===== config.mk =====
export PLATFORM = sky130hd
export DESIGN_NAME = scan_sequencer
export DESIGN_NICKNAME = d
export VERILOG_FILES = /design/src/rtl/scan_pkg.sv /design/src/rtl/slot_timer.sv /design/src/rtl/scan_sequencer.sv
export SDC_FILE = /design/constraint.sdc
export NUM_CORES = 1
export LEC_CHECK = 0
export CORE_AREA = 2 2 39 41
export CTS_CLUSTER_DIAMETER = 60
export DETAILED_ROUTE_END_ITERATION = 8
export DIE_AREA = 0 0 41 43
export PLACE_DENSITY = 0.67
export SYNTH_ARGS = -nofsm -noshare
export SYNTH_HDL_FRONTEND = slang
export SYNTH_SLANG_ARGS = --single-unit

===== constraint.sdc =====
create_clock -name clk -period 1.6 [get_ports clk]
set_clock_uncertainty 0.2 [all_clocks]
set_input_delay 0.32 -clock clk [delete_from_list [all_inputs] [get_ports clk]]
set_output_delay 0.32 -clock clk [all_outputs]
set_load 0.02 [all_outputs]

===== src/rtl/scan_pkg.sv =====
// Shared types and helpers for the decoder scan sequencer.
package scan_pkg;

    typedef enum logic [1:0] {
        S_IDLE   = 2'd0,
        S_ACTIVE = 2'd1,
        S_BLANK  = 2'd2
    } scan_state_t;

    // Width needed to hold the larger of the two window lengths.
    function automatic int cnt_width(input int prescale, input int blank);
        int m;
        m = (prescale > blank) ? prescale : blank;
        return $clog2(m + 1);
    endfunction

endpackage


===== src/rtl/slot_timer.sv =====
// Loadable down-counter timing the ACTIVE and BLANK windows; flags terminal count.
module slot_timer #(
    parameter int CW = 3
) (
    input  logic          clk,
    input  logic          rst_n,
    input  logic          i_load,
    input  logic [CW-1:0] i_load_val,
    input  logic          i_en,
    output logic          o_tc
);

    logic [CW-1:0] r_cnt;

    // Count register: load wins, otherwise count down and hold at zero.
    always_ff @(posedge clk or negedge rst_n) begin
        if (!rst_n) begin
            r_cnt <= '0;
        end else if (i_load) begin
            r_cnt <= i_load_val;
        end else if (i_en && (r_cnt != '0)) begin
            r_cnt <= r_cnt - CW'(1);
        end else begin
            r_cnt <= r_cnt;
        end
    end

    assign o_tc = (r_cnt == '0);

endmodule


===== src/rtl/scan_sequencer.sv =====
// Drives enable E and address A for the select decoder, with dead cycles so A
// only moves while E is low.
module scan_sequencer
    import scan_pkg::*;
#(
    parameter int ADDR_W   = 1,
    parameter int PRESCALE = 4,
    parameter int BLANK    = 1
) (
    input  logic              clk,
    input  logic              rst_n,
    input  logic              run,
    input  logic              step,
    output logic              E,
    output logic [ADDR_W-1:0] A,
    output logic              slot_done,
    output logic              frame_done
);

    localparam int CW = cnt_width(PRESCALE, BLANK);
    localparam logic [ADDR_W-1:0] A_MAX = {ADDR_W{1'b1}};

    if (PRESCALE < 1) begin : g_chk_prescale
        $fatal(1, "scan_sequencer: PRESCALE must be >= 1");
    end
    if (BLANK < 1) begin : g_chk_blank
        $fatal(1, "scan_sequencer: BLANK must be >= 1");
    end

    scan_state_t       r_state;
    scan_state_t       w_next;
    logic              r_step_mode;
    logic              w_step_mode_next;
    logic              r_e;
    logic [ADDR_W-1:0] r_a;
    logic              r_slot_done;
    logic              r_frame_done;
    logic              w_load;
    logic [CW-1:0]     w_load_val;
    logic              w_tc;
    logic              w_adv;

    slot_timer #(
        .CW (CW)
    ) u_timer (
        .clk        (clk),
        .rst_n      (rst_n),
        .i_load     (w_load),
        .i_load_val (w_load_val),
        .i_en       (r_state != S_IDLE),
        .o_tc       (w_tc)
    );

    // Next-state logic; the timer is reloaded on every entry to ACTIVE or BLANK.
    always_comb begin
        w_next           = r_state;
        w_step_mode_next = r_step_mode;
        w_load           = 1'b0;
        w_load_val       = '0;
        w_adv            = 1'b0;
        case (r_state)
            S_IDLE: begin
                if (run) begin
                    w_next           = S_ACTIVE;
                    w_step_mode_next = 1'b0;
                    w_load           = 1'b1;
                    w_load_val       = CW'(PRESCALE - 1);
                end else if (step) begin
                    w_next           = S_ACTIVE;
                    w_step_mode_next = 1'b1;
                    w_load           = 1'b1;
                    w_load_val       = CW'(PRESCALE - 1);
                end else begin
                    w_next = S_IDLE;
                end
            end
            S_ACTIVE: begin
                if (w_tc) begin
                    w_next     = S_BLANK;
                    w_load     = 1'b1;
                    w_load_val = CW'(BLANK - 1);
                end else begin
                    w_next = S_ACTIVE;
                end
            end
            S_BLANK: begin
                if (w_tc) begin
                    w_adv            = 1'b1;
                    w_step_mode_next = 1'b0;
                    if (run && !r_step_mode) begin
                        w_next     = S_ACTIVE;
                        w_load     = 1'b1;
                        w_load_val = CW'(PRESCALE - 1);
                    end else begin
                        w_next = S_IDLE;
                    end
                end else begin
                    w_next = S_BLANK;
                end
            end
            default: begin
                w_next           = S_IDLE;
                w_step_mode_next = 1'b0;
            end
        endcase
    end

    // State and output registers; E follows the next state so it is glitch-free.
    always_ff @(posedge clk or negedge rst_n) begin
        if (!rst_n) begin
            r_state      <= S_IDLE;
            r_step_mode  <= 1'b0;
            r_e          <= 1'b0;
            r_a          <= '0;
            r_slot_done  <= 1'b0;
            r_frame_done <= 1'b0;
        end else begin
            r_state      <= w_next;
            r_step_mode  <= w_step_mode_next;
            r_e          <= (w_next == S_ACTIVE);
            r_slot_done  <= (r_state == S_ACTIVE) && w_tc;
            r_frame_done <= w_adv && (r_a == A_MAX);
            if (w_adv) begin
                r_a <= r_a + ADDR_W'(1);
            end else begin
                r_a <= r_a;
            end
        end
    end

    assign E          = r_e;
    assign A          = r_a;
    assign slot_done  = r_slot_done;
    assign frame_done = r_frame_done;

endmodule

# After elaboration in Yosys (flattened, before gate mapping)
# Cells that the tools add are included.
# classes
add_sub_neg	2
n_eq_ne	5
n_mux	24
bitwise	1
n_reduce_logical	11
# ops
op	count
$mux 1	12
$mux 2	6
$mux 3	2
$pmux 1 s3	2
$pmux 2 s3	1
$eq 2x1->1 const B	2
$logic_and 1x1->1	4
$pmux 2 s2	1
$reduce_bool 2->1	2
$logic_not 3->1	1
$ne 3x3->1 const B	1
$reduce_and 3->1	1
$reduce_bool 3->1	1
$sub 3x1->3 const B	1
$eq 2x2->1 const B	1
$logic_not 2->1	1
$ne 2x2->1 const B	1
$add 1x1->1 const B	1
$logic_not 1->1	1
$not 1->1	1
# totals
regBits	10
input_bits	4
output_inout_bits	4
wordCells	50

# Longest topological paths before layout
# Gate-level depths: netlist of the first run.
# logic_depth
ltp_word	6
ltp_mapped	5
depth_no_buf	5

# Hierarchy
# From an unflattened synthesis of the first run, not the netlist that was laid out.
# hier_totals
hier_cells	50
area_unflattened_um2	534.3
# by_module_without_submodules
module	n_inst	cells_each	area_each_um2	seq_area_each_um2
scan_sequencer	1	31	326.6	175.2
slot_timer	1	19	207.7	75.1

# Worst setup path after synthesis of the first run
# No wires, ideal clock.
# synth_timing
path_kind	register -> register
startpoint	reg u_timer.r_cnt[0]
endpoint	reg u_timer.r_cnt[1]
setup_time_ps	124
t_arrival_ps	1281
setup_slack_ps	-5
path_stages_with_launch	6
synth_period_minus_slack_ps	1605
cell_sequence	dfrtp_1 inv_1 ha_1 nor2b_2 a21o_1 a211o_1
# synth_via
elab_chain_len	4
elab_cells_between_ends	12
cone_classes	add/sub (1); mux (7); reduce/logical (4)
# synth_rtl
element	line	source
from (decl)	slot_timer.sv:13	logic [CW-1:0] r_cnt;
from (signal assigned)	slot_timer.sv:20	r_cnt <= i_load_val;
from (signal assigned)	slot_timer.sv:22	r_cnt <= r_cnt - CW'(1);
from (signal assigned)	slot_timer.sv:24	r_cnt <= r_cnt;
branches (longest 4 deep; another with $sub 3x1->3)	-	
# Several ways; the timed one is not identified. The select of a mux whose other input is x is not followed.
# A chain may end at the register's enable or synchronous reset.

# Worst setup path after layout of the first run
# layout_timing
startpoint	reg u_timer.r_cnt[0]
endpoint	reg r_a, in the netlist A
# layout_via
elab_chain_len	3
# layout_rtl
element	line	source
$logic_not 3->1	slot_timer.sv:28	assign o_tc = (r_cnt == '0);
$mux 1	scan_sequencer.sv:87	if (w_tc) begin
$mux 1	scan_sequencer.sv:61	case (r_state)
to (signal assigned)	scan_sequencer.sv:124	r_a <= r_a + ADDR_W'(1);
to (signal assigned)	scan_sequencer.sv:126	r_a <= r_a;
to (decl)	scan_sequencer.sv:35	logic [ADDR_W-1:0] r_a;
# Every way passes these cells.

==> impl_results.md, run 1 <==
- Multi-input gate area: 307 um^2
- Final setup fails: 0
- DR iter-0 viols: 7
- YS warnings: 0
- Port Buffer Count: 7
- CTS tree: yes
- Ranking of synthesized cells by area: dfrtp_1, ha_1, nand4bb_1
- Ports: 8
- Clk slew on worst S/H paths: 0.07 ns
- H-tree depth: 1
- Commonest non-fill, non-tap cell in the layout: dfrtp_1
- Latest clock arrival within the worst-skew pair: 0.26 ns
- Largest area contributor in the netlist: dfrtp_1
- Crit path DAT: 1.53 ns
- Number of fill cells: 115
- Initial core utilization: 0.406
- Most frequent cells in the layout: dfrtp_1, buf_4, nor2_1, dlygate4sd2_1
- Die Wd: 41 um
- Mapped cell area: 562 um^2
- CTS Root Cell: clkbuf_4
- Slew Viols, Final: 0
- Worst hold slack: 0.176 ns
- First-pass GRT wire length: 1.88 mm
- Total GRT Usage: 0.157
- PwrDens: 1840 mW/mm^2
- Via density: 5.41
- Worst-case clock buffer depth: 2
- Cts hold-fix bufs: 0
- Asr flop ratio synth: 1.00
- Startpoint Class: flop
- Detailed Routing Iterations Pass 1: 4
- Largest net degree at the start of global routing: 11
- # clock sinks: 10
- Grt total ovfl: 0
- Rel. slew slack: 0.694
- Synth top area share: 0.445
- Post-synthesis cell type count: 30
- Max VDD drop: 0.939 mV
- Required @ worst endpoint: 1.57 ns
- Placement Rows: 14
- Vias in the first global route: 460
- Final hold violations: 0
- Die height: 43 um
- Total CTS buffers: 3
- Final net count: 77
- Dpl hpwl: 769 um
- Crit path max fanout: 5
- Fmax: 639 MHz
- Crit Path Category: flop to flop
- Hold Crit Class: primary input to asynchronous set/reset pin
- DR WL/cell: 13.2 um
- Proportion of layout cells with a drive suffix above 1: 0.343
- Main synth FF type: dfrtp_1
- GP Congestion: 0.786
- Initial antenna violation count: 0
- Placed Area: 694 um^2
- Max-capacitance violation count: 0
- Area grow syn2layout: 36.1%
- RSZ-0062 raised after global routing: false
- Core area: 0.00138 mm^2
- Cells after Synth: 52
- DRC errors left: 0
- Status: completed
- Synth Register Bits: 10
- Final instance area: 764 um^2
- Post-synth EDFFs: 0
- Min Tclk post-route: 1.56 ns
- Crit end category: flop
- Pleak: 0.000371 uW
- Final WL: 1.13 mm
- Via count: 465
- Sequential share of the synthesized area: 0.445
- Antenna viol nets, final: 0
- FF+latch area: 250 um^2
- Period Utilization, post-route: 0.978
- Pin slew with the least headroom to its limit: 0.457 ns
- Die area: 0.00176 mm^2
- Antenna Cells: 0
- Synthesized net count: 58
- Avg Inst Size Synth: 10.8 um^2
-- final timing paths --
kind                                              start                      endpoint  slack, ns  depth (start not counted)
setup / recovery           u_timer.r_cnt[0]$_DFFE_PN0P_                 A$_DFFE_PN0N_       0.04                          5
hold / removal                                    rst_n  u_timer.r_cnt[1]$_DFFE_PN0P_       0.18                          1
min in group clk                          A$_DFFE_PN0N_                 A$_DFFE_PN0N_       0.34                          1
setup reg to reg           u_timer.r_cnt[0]$_DFFE_PN0P_                 A$_DFFE_PN0N_       0.04                          5
max in group asynchronous                         rst_n                   E$_DFF_PN0_       0.71                          1
hold reg to reg                           A$_DFFE_PN0N_                 A$_DFFE_PN0N_       0.34                          1
-- area by class of cell --
| type | count | share of cell area |
|---|---|---|
| flip-flops and latches | 10 | 0.327 |
| inverters | 4 | 0.0196 |
| repair buffers | 16 | 0.178 |
| multi-input cells | 36 | 0.401 |
| well taps | 16 | 0.0262 |
| clock buffers | 4 | 0.0475 |
-- metrics by stage --
stage	util	cells	TNS [ns]	worst slack (ns)	power (uW)
after global routing	0.552	86	0	0.0126	1510
after CTS	0.542	86	0	0.00562	1390
after detailed placement	0.502	80	-0.353	-0.104	1110
final	0.552	86	0	0.0353	1410
after floorplan	-	52	0	0.0344	880
after global placement	0.502	80	-0.218	-0.0724	1090
-- timing repair --
item	in CTS	in global routing
gates resized for setup	7	3
pin swaps	3	5
endpoints found under the setup margin	6	2
buffers inserted	2	1
-- sequential cells by signal, indices dropped and copies added (netlist names) --
register	cells
u_timer.r_cnt	3
r_state	2
A	1
E	1
frame_done	1
r_step_mode	1
slot_done	1
-- power breakdown --
part | switching [uW] | internal [uW] | total, uW
registers | 116 | 351 | 467
clock network | 87.6 | 138 | 225
logic | 325 | 393 | 718
total | 528 | 882 | 1410
-- synthesized netlist by cell type (all sizes together) (2+ instances only) --
| library cell | count |
|---|---|
| nand4bb | 2 |
| mux2i | 2 |
| nor2 | 4 |
| ha | 2 |
| inv | 4 |
| buf | 2 |
| nor2b | 2 |
| a211oi | 2 |
| dfrtp | 10 |
| o41ai | 2 |
| a21o | 2 |
| a211o | 2 |
| o21ai | 2 |
| nor3 | 4 |
-- worst max-delay path: stages (launching register included) --
cell	delay (ns)
dfrtp_1	0.39
inv_2	0.08
ha_4	0.15
or2b_4	0.30
nor3_4	0.15
xor2_1	0.21
-- kinds of logic after synthesis --
logic type,count (synthesis),share of synthesized area
flops,10,0.445
fa+ha+maj,2,0.0445
buf+inv,6,0.0490
mux,2,0.0356
simple gates,18,0.234
xor+xnor,1,0.0156
compound gates,13,0.176
-- per-layer routing --
layer | up-vias | routed length (um) | track usage
li1 | 232 | - | -
met1 | 217 | 525 | 0.209
met2 | 10 | 530 | 0.225
met3 | 6 | 37 | 0.0209
met4 | 0 | 38 | 0.107
met5 | - | 0 | 0
Note: power is estimated with default switching activity, not from simulation.
==> inputs of run 2 (changes only) <==
==> constraint.sdc (replaced) <==
create_clock -name clk -period 1.4 [get_ports clk]
set_clock_uncertainty 0.2 [all_clocks]
set_input_delay 0.28 -clock clk [delete_from_list [all_inputs] [get_ports clk]]
set_output_delay 0.28 -clock clk [all_outputs]
set_load 0.02 [all_outputs]
==> run 2 against run 1 <==
The flow now finishes with violations (negative setup slack). Sequential power is 12% higher. First-iteration DRC count up 43%. Final cell count is 4.7% higher. Count of clock-buffer cells in the layout unchanged. Power up 25%. Worst hold slack got worse by 0.086 ns. Fmax is 4.7% higher. Routed wire length rose by 1.6%. Critical path type unchanged. Largest cell class unchanged. Largest power group unchanged.
==> impl_results.md, run 2 (synthesis results as in run 1) <==
- Status: finished with violations
- Failing checks: negative setup slack
- First-pass GRT wire length: 2.01 mm (+7.4%)
- H-tree depth: 1 (unchanged)
- Total CTS buffers: 3 (unchanged)
- Largest net degree at the start of global routing: 11 (unchanged)
- Vias in the first global route: 475 (+3.3%)
- Initial antenna violation count: 0 (unchanged)
- Commonest non-fill, non-tap cell in the layout: buf_4
- Grt total ovfl: 0 (unchanged)
- DR WL/cell: 12.8 um (-2.9%)
- Final hold violations: 0 (unchanged)
- Worst-case clock buffer depth: 2 (unchanged)
- Max VDD drop: 1.45 mV (+54%)
- Initial core utilization: 0.406 (unchanged)
- Proportion of layout cells with a drive suffix above 1: 0.473 (+0.130)
- Crit path max fanout: 6 (+1)
- Worst hold slack: 0.0893 ns (-0.0863 ns)
- Total power: 1760 uW (+25%)
- Via density: 5.18 (-4.2%)
- Rel. slew slack: 0.796 (+0.102)
- Die area: 0.00176 mm^2 (unchanged)
- Multi-input gate area: 335 um^2 (+9.4%)
- Antenna viol nets, final: 0 (unchanged)
- Cts hold-fix bufs: 0 (unchanged)
- Hold Crit Class: primary input to asynchronous set/reset pin
- Setup TNS: -0.458 ns (-0.458 ns)
- Crit end category: flop
- Detailed Routing Iterations Pass 1: 4 (unchanged)
- Post-route setup slack: -0.0940 ns (-0.129 ns)
- Latest clock arrival within the worst-skew pair: 0.27 ns (about the same)
- Dpl hpwl: 800 um (+4.1%)
- Die Wd: 41 um (unchanged)
- Via count: 466 (+0.22%)
- Top Registers: u_timer.r_cnt: 3 flops, r_state: 2 flops
- CTS tree: yes
- Clk slew on worst S/H paths: 0.07 ns (about the same)
- Largest register FFs: 3 (unchanged)
- Placement Rows: 14 (unchanged)
- RSZ-0062 raised after global routing: true
- GP Congestion: 0.766 (-2.6%)
- Pleak: 0.000383 uW (+3.2%)
- Worst r2r path cells: 5 (unchanged)
- Die height: 43 um (unchanged)
- Min Tclk post-route: 1.49 ns (-0.0706 ns)
- Final setup fails: 7 (+7)
- Pin slew with the least headroom to its limit: 0.306 ns (-0.151 ns)
- Crit path DAT: 1.45 ns (-0.08 ns)
- Startpoint Class: flop
- Final WL: 1.15 mm (+1.6%)
- PwrDens: 2160 mW/mm^2 (+17%)
- CTS Root Cell: clkbuf_4
- Fmax: 669 MHz (+4.7%)
- Most frequent cells in the layout: buf_4, dfrtp_1, nor2_1
- Total GRT Usage: 0.173 (+0.0158)
- Core area: 0.00138 mm^2 (unchanged)
- Final instance area: 815 um^2 (+6.5%)
- Number of fill cells: 120 (+4.3%)
- Area grow syn2layout: 45.0%
- Port Buffer Count: 7 (unchanged)
- Max-capacitance violation count: 0 (unchanged)
- Slew Viols, Final: 0 (unchanged)
- Required @ worst endpoint: 1.35 ns (-0.22 ns)
- Antenna Cells: 0 (unchanged)
- Crit Path Category: flop to flop
- DRC errors left: 0 (unchanged)
- Period Utilization, post-route: 1.07 (+0.0892)
- DR iter-0 viols: 10 (+3)
- FF+latch area: 250 um^2 (unchanged)
- Largest Register: u_timer.r_cnt
- Final net count: 81 (+5.2%)
- Placed Area: 732 um^2 (+5.4%)
- # clock sinks: 10 (unchanged)
- Ports: 8 (unchanged)
-- run 2: worst paths after layout --
check / start / end / slack (ns)
worst max-delay path: u_timer.r_cnt[1]$_DFFE_PN0P_ / u_timer.r_cnt[1]$_DFFE_PN0P_ / -0.09
worst min register to register: A$_DFFE_PN0N_ / A$_DFFE_PN0N_ / 0.34
max in group asynchronous: rst_n / u_timer.r_cnt[0]$_DFFE_PN0P_ / 0.77
min in group clk: A$_DFFE_PN0N_ / A$_DFFE_PN0N_ / 0.34
worst min-delay path: rst_n / r_step_mode$_DFFE_PN0P_ / 0.09
worst max register to register: u_timer.r_cnt[1]$_DFFE_PN0P_ / u_timer.r_cnt[1]$_DFFE_PN0P_ / -0.09
-- run 2: final cells by class --
type                       instances  area share
multi-input combinational         36       0.412
sequential                        10       0.307
timing repair buffer              20       0.194
clock buffer                       4      0.0445
tap                               16      0.0246
inverter                           4      0.0184
-- run 2: per-stage QoR --
step | setup slack [ns] | cells | utilization
2_1_floorplan | -0.0608 | 52 | -
3_3_place_gp | -0.277 | 83 | 0.529
3_5_place_dp | -0.296 | 83 | 0.529
4_1_cts | -0.0883 | 90 | 0.599
5_1_grt | -0.170 | 90 | 0.589
6_report | -0.0940 | 90 | 0.589
-- run 2: worst max-delay path, cell delays in order (launching register included) --
cell and delay (ns):
dfrtp_1 0.39, inv_2 0.09, ha_4 0.14, nor2b_4 0.21, nor3_2 0.07, a211o_1 0.28
-- run 2: routing by layer --
| metal | GRT usage | vias to the layer above | wire length, um |
|---|---|---|---|
| met5 | 0 | - | 0 |
| met4 | 0.0800 | 0 | 14 |
| met3 | 0.0524 | 4 | 36 |
| met2 | 0.269 | 6 | 594 |
| met1 | 0.207 | 223 | 503 |
| li1 | - | 233 | - |
-- run 2: report_power, final --
group	switching, uW	total [uW]	leakage (uW)	internal [uW]
Combinational	438	975	0.000239	537
Sequential	123	524	0.000124	401
Clock	106	264	0.0000210	158
-- run 2: what timing repair did --
action | CTS | global route
pin swaps | 4 | 1
gates resized for setup | 19 | 4
setup endpoints to repair | 12 | 12
buffers inserted | 3 | 0
